--- src/rtl/uart_rx.sv ---
// UART receiver: oversampled start/data/parity/stop framing with 2-of-3 majority.
// Errored frames pulse PAR_ERR/STP_ERR and leave P_DATA untouched.
module uart_rx #(
    parameter int DATA_W = 8,
    parameter int OVS    = 8
) (
    input  logic              CLK,
    input  logic              RST,
    input  logic              RX_IN,
    input  logic              PAR_EN,
    input  logic              PAR_TYP,
    output logic [DATA_W-1:0] P_DATA,
    output logic              DATA_VALID,
    output logic              PAR_ERR,
    output logic              STP_ERR,
    output logic              BUSY
);

    localparam int EW = $clog2(OVS);
    localparam int BW = (DATA_W > 1) ? $clog2(DATA_W) : 1;

    localparam logic [EW-1:0] E_S0   = EW'(OVS / 2 - 1);
    localparam logic [EW-1:0] E_S1   = EW'(OVS / 2);
    localparam logic [EW-1:0] E_S2   = EW'(OVS / 2 + 1);
    localparam logic [EW-1:0] E_LAST = EW'(OVS - 1);
    localparam logic [BW-1:0] B_LAST = BW'(DATA_W - 1);

    typedef enum logic [2:0] {
        IDLE,
        START,
        DATA,
        PARITY,
        STOP
    } state_t;

    state_t            state_q;
    logic [1:0]        sync_q;
    logic [EW-1:0]     edge_cnt_q;
    logic [BW-1:0]     bit_cnt_q;
    logic [2:0]        smp_q;
    logic [DATA_W-1:0] shift_q;
    logic              par_en_q;
    logic              par_typ_q;
    logic              perr_q;

    logic rx_s;
    logic bit_end;
    logic bit_v;

    assign rx_s    = sync_q[1];
    assign bit_end = (edge_cnt_q == E_LAST);
    assign bit_v   = (smp_q[0] & smp_q[1]) | (smp_q[0] & smp_q[2])
                   | (smp_q[1] & smp_q[2]);
    assign BUSY    = (state_q != IDLE);

    always_ff @(posedge CLK or negedge RST) begin
        if (!RST) begin
            sync_q <= 2'b11;
        end else begin
            sync_q <= {sync_q[0], RX_IN};
        end
    end

    always_ff @(posedge CLK or negedge RST) begin
        if (!RST) begin
            state_q    <= IDLE;
            edge_cnt_q <= '0;
            bit_cnt_q  <= '0;
            smp_q      <= '0;
            shift_q    <= '0;
            par_en_q   <= 1'b0;
            par_typ_q  <= 1'b0;
            perr_q     <= 1'b0;
            P_DATA     <= '0;
            DATA_VALID <= 1'b0;
            PAR_ERR    <= 1'b0;
            STP_ERR    <= 1'b0;
        end else begin
            DATA_VALID <= 1'b0;
            PAR_ERR    <= 1'b0;
            STP_ERR    <= 1'b0;

            if (state_q != IDLE) begin
                edge_cnt_q <= bit_end ? '0 : edge_cnt_q + 1'b1;
                if (edge_cnt_q == E_S0) smp_q[0] <= rx_s;
                if (edge_cnt_q == E_S1) smp_q[1] <= rx_s;
                if (edge_cnt_q == E_S2) smp_q[2] <= rx_s;
            end

            unique case (state_q)
                IDLE: begin
                    // Detection cycle is edge 0 of the start bit.
                    if (!rx_s) begin
                        state_q    <= START;
                        edge_cnt_q <= EW'(1);
                        par_en_q   <= PAR_EN;
                        par_typ_q  <= PAR_TYP;
                        perr_q     <= 1'b0;
                    end
                end
                START: begin
                    if (bit_end) begin
                        if (bit_v) begin
                            state_q <= IDLE;
                        end else begin
                            state_q   <= DATA;
                            bit_cnt_q <= '0;
                        end
                    end
                end
                DATA: begin
                    if (bit_end) begin
                        shift_q <= {bit_v, shift_q[DATA_W-1:1]};
                        if (bit_cnt_q == B_LAST) begin
                            state_q <= par_en_q ? PARITY : STOP;
                        end else begin
                            bit_cnt_q <= bit_cnt_q + 1'b1;
                        end
                    end
                end
                PARITY: begin
                    if (bit_end) begin
                        perr_q  <= ((^shift_q) ^ bit_v) != par_typ_q;
                        state_q <= STOP;
                    end
                end
                STOP: begin
                    if (bit_end) begin
                        state_q <= IDLE;
                        if (!perr_q && bit_v) begin
                            DATA_VALID <= 1'b1;
                            P_DATA     <= shift_q;
                        end else begin
                            PAR_ERR <= perr_q;
                            STP_ERR <= !bit_v;
                        end
                    end
                end
            endcase
        end
    end

endmodule

--- config.mk ---
export PLATFORM = sky130hd
export DESIGN_NAME = uart_rx
export DESIGN_NICKNAME = d
export VERILOG_FILES = /design/src/rtl/uart_rx.sv
export SDC_FILE = /design/constraint.sdc
export NUM_CORES = 1
export LEC_CHECK = 0
export CAP_MARGIN = 20
export CORE_MARGIN = 8
export CORE_UTILIZATION = 50
export CTS_BUF_LIST = sky130_fd_sc_hd__clkbuf_16
export DETAILED_ROUTE_END_ITERATION = 10
export MAX_ROUTING_LAYER = met4
export PLACE_DENSITY = 0.75
export SYNTH_ARGS = -nofsm -noshare
export SYNTH_HDL_FRONTEND = slang
export SYNTH_SLANG_ARGS = --single-unit
--- constraint.sdc ---
create_clock -name CLK -period 2.3 [get_ports CLK]
set_clock_uncertainty 0.1 [all_clocks]
set_input_delay 0.46 -clock CLK [delete_from_list [all_inputs] [get_ports CLK]]
set_output_delay 0.46 -clock CLK [all_outputs]
set_load 0.05 [all_outputs]
=== Word-level counts from Yosys, hierarchy flattened ===
Index checks and enable logic that the tools add are counted.

* Word-level logic and storage cells: 89
* Output and inout bits: 12
* Bits of input ports: 5
* Bits in registers: 36

* Bitwise gates (word level): 7
* Mux-type cells: 30
* $add $sub $neg: 2
* Equality and inequality tests: 18
* Reduce and logical (&&, ||, !) cells: 17

{| class="wikitable"
|+ Operators by type and width
! cell !! number
|-
| 3-bit two-way mux || 15
|-
| 2-bit inequality test, second input constant || 8
|-
| 3-bit equality test, second input constant || 5
|-
| 3-bit one-hot mux with 5 select lines || 1
|-
| 1-bit two-way mux || 11
|-
| 2-bit AND reduction || 5
|-
| 3-bit by 2-bit equality test with 1-bit output, second input constant || 3
|-
| 8-bit XOR reduction || 1
|-
| 3-bit by 1-bit adder with 3-bit output, second input constant || 2
|-
| 3-bit one-hot mux with 2 select lines || 1
|-
| 3-bit AND reduction || 2
|-
| 6-bit AND reduction || 1
|-
| 5-bit AND reduction || 1
|-
| 2-bit nonzero test || 2
|-
| 1-bit bitwise AND || 3
|-
| 3-bit by 1-bit equality test with 1-bit output, second input constant || 1
|-
| 3-bit zero test || 1
|-
| 3-bit nonzero test || 1
|-
| 1-bit zero test || 2
|-
| 2-bit two-way mux || 1
|-
| 1-bit bitwise OR || 2
|-
| 1-bit one-hot mux with 2 select lines || 1
|-
| 1-bit logical AND || 1
|-
| 1-bit inequality test || 1
|-
| other kinds (2) || 2
|}

=== Depth between registers and ports, before layout ===
Gate-level depths: netlist (run 1).

* Depth after elaboration: 7
* Mapped depth: 7
* Mapped depth without buffers: 6

=== Worst setup path before layout (run 1) ===
Ideal clock, no wire load.

* Path type: register to output
* Start: reg state_q[0]
* End: out BUSY
* Cell stages (with the launch flop): 4
* Setup slack: 0.578 ns
* Data required time: 1.740 ns
* Arrival time: 1.162 ns
* Path through: dfrtp_1 -> buf_2 -> or3_1 -> buf_2

* Cells in the longest elaborated chain, start to end: 1

{| class="wikitable"
|+ RTL lines
! element !! line !! source
|-
| start, declared || 36 || <nowiki>state_t state_q;</nowiki>
|-
| start signal, assigned || 115 || <nowiki>state_q <= par_en_q ? PARITY : STOP;</nowiki>
|-
| 3-bit nonzero test || 54 || <nowiki>assign BUSY = (state_q != IDLE);</nowiki>
|-
| end, declared || 16 || <nowiki>output logic BUSY</nowiki>
|}

Every way passes these cells.

=== Final worst setup path (run 1) ===
Ends and elaborated chain as after synthesis.

==> metrics.yaml, run 1 <==
synth_compound_area_frac: 0.0763
post-route-min-period_ns: 2.19
synthArstFlopShare: 1.00
use_met2: 0.222
cap_violations: 0
routed_wl_um: 2990
fin_setup_tns_ns: 0
arrival_ns: 1.63
num_vias: 1066
first_pass_iters: 4
max-vdd-ir-drop_uv: 634
rsz0062_at_grt: "false"
final_max_slew_viol_count: 0
hold_class: "reg2reg"
diodes: 0
grt_remaining_overflow: 0
grt_use_met1: 0.120
fin_cells: 199
synth-seq-area-share: 0.545
clock-sinks: 36
period_share: 0.952
final_hold_viol_count: 0
synthAdderAreaFrac: 0.0672
crit_slowest_cell: "or3_1"
ctsHoldBuffers: 0
end_kind: "output pin"
die_w_um: 73.6
holdWs_ns: 0.263
synth_nets: 144
hold_end: "sync_q[1]"
synthFlopType: "dfrtp_1"
path_max_fanout: 12
die_area_mm2: 0.00541
p_per_area_mw_per_mm2: 1030
cp_cell_sequence: "or3_1, buf_4"
critPathLaunchType: "flop"
clk_path_buf_depth: 2
grt_use_total: 0.126
syn_to_final_growth_pct: 21.5
leakage_nw: 1.00
grt_antenna_before_repair: 0
ys_ff_latch: 36
cts_buffers: 5
h-tree-depth: 2
grt_max_degree: 37
max_freq_ghz: 0.457
drtAntennaViolNets: 0
grt_pass1_vias: 1126
post_cts_resized: 0
path_class: "reg2out"
synth_top_family_by_area: "multiplexers"
synth_area_per_cell_um2: 12.6
clkSlewWorstSetupHoldPaths_ns: 0.05
cts_tree: "built"
syn_inst: 131
use_met3: 0.0464
core_mm2: 0.00326
row_count: 21
cts_setup_buffers: 0
start_util: 0.508
grt_pass1_wl_um: 4950
muxShareOfSynthArea: 0.122
syn_area_mm2: 0.00166
crit_required_ns: 1.74
worstHoldPathCells: 0
drc: 0
post_drt_via_cell_ratio: 5.36
dp.cells: 192
synthXorXnorAreaFrac: 0.0506
maxSlewHeadroom: 0.661
hpwl_um: 2090
clk_latency_ns: 0.27
rrSetupSlack_ns: 0.42
max_stage_delay_ns: 0.58
nets: 166
wl_per_cell_um: 15.0
cp-startpoint: "state_q[0]"
ios: 17
min_from: "sync_q[0]"
setup_violations: 0
clockRootBuffer: "clkbuf_16"
gp_congestion: 0.777
drtIter0Drc: 25
io_buffer_count: 16
timing.rr.end: "par_typ_q"
reg2reg_from: "state_q[0]"
fin_area_mm2: 0.00201
synth_cell_type_count: 34
layout-drive-gt1-share: 0.229
fp.dieH_um: 73.6
synth_warnings: 0
grt_busiest_layer: "met2"
reg2regPathDepth: 3
post_dp_cell_area_mm2: 0.00188
synth_edf_count: 0
synth-simple-area-share: 0.111
worst_pin_slew_ns: 0.507
outcome: "completed"
[state kept, by name, summed over array words and instances (netlist names)]
name        flops
shift_q         8
smp_q           3
P_DATA          8
sync_q          2
edge_cnt_q      3
PAR_ERR         1
par_en_q        1
DATA_VALID      1
perr_q          1
STP_ERR         1
state_q         3
par_typ_q       1
bit_cnt_q       3
[synth_stat cells (3+ instances only)]
| library cell | number | area, um^2 |
|---|---|---|
| a21oi_1 | 4 | 20.0 |
| buf_2 | 3 | 15.0 |
| dfrtp_1 | 34 | 851 |
| ha_1 | 8 | 100 |
| inv_1 | 5 | 18.8 |
| mux2_2 | 18 | 203 |
| nand2_1 | 8 | 30.0 |
| nor2_1 | 4 | 15.0 |
| o21ai_0 | 10 | 50.1 |
| xnor2_1 | 4 | 35.0 |
| xor2_1 | 3 | 26.3 |
[where the power goes]
part           leakage (nW)  switching [mW]  internal [mW]
Combinational         0.466           0.326          0.271
Clock                0.0648           0.223          0.386
Sequential            0.473           0.113          0.753
Total                  1.00           0.662           1.41
[logic make-up after synthesis]
kind of cell	after synthesis
buffers and inverters	11
AND/OR/NAND/NOR	28
adder cells (fa/ha/maj)	9
flip-flops	36
AO/OA/AOI/OAI	21
XOR/XNOR	8
multiplexers	18
[critical path, delay by kind of cell (launching register included)]
family	cells	cell delay, ns
and+or+nand+nor	1	0.58
DFF	1	0.51
buffers and inverters	1	0.26
[per-stage QoR]
| step | total power [mW] | utilization | setup WS (ns) |
|---|---|---|---|
| after floorplan | 1.31 | - | 0.578 |
| after global placement | 1.42 | 0.577 | 0.461 |
| after detailed placement | 1.47 | 0.577 | 0.429 |
| after CTS | 2.09 | 0.618 | 0.128 |
| after global routing | 2.19 | 0.618 | 0.0811 |
| final | 2.07 | 0.618 | 0.111 |
[worst max path at each step]
stage / cells after the start / endpoint / slack (ns)
6_report: 2 / BUSY / 0.11
5_1_grt: 2 / BUSY / 0.08
4_1_cts: 2 / BUSY / 0.13
3_5_place_dp: 2 / BUSY / 0.43
3_3_place_gp: 2 / BUSY / 0.46
2_1_floorplan: 3 / BUSY / 0.58
[layer usage]
metal  wire, um  share of wire
met4         44          0.015
met1       1190           0.40
met3        170          0.057
met2       1590           0.53
met5          0              0
[final cells by class]
type | count | area (um^2)
Clock inverter | 2 | 7.51
Inverter | 6 | 22.5
Clock buffer | 5 | 125
Tap cell | 46 | 57.6
Multi-Input combinational cell | 84 | 708
Sequential cell | 36 | 903
Fill cell | 267 | 1250
Timing Repair Buffer | 20 | 188
[layout by cell type, fill, tap and decap left out, drive strengths merged, types with 2 or more instances in the layout]
cell,instances
inv,6
clkinv,2
ha,8
dfrtp,34
dfstp,2
buf,5
a32o,2
xnor2,4
xor2,3
nand2,8
nor3,3
or3,2
nand3,2
nor2,4
clkdlybuf4s50,15
nor4b,2
nand4,2
a21oi,4
o21ai,10
clkbuf,5
mux2,18
No activity file was read; power rests on OpenSTA's default activity.
==> inputs of run 2 (changes only) <==
CAP_MARGIN = 0   (was 20)
==> results of run 2 <==
Same layout as run 1: the final DEF is identical, and so are final timing and power.
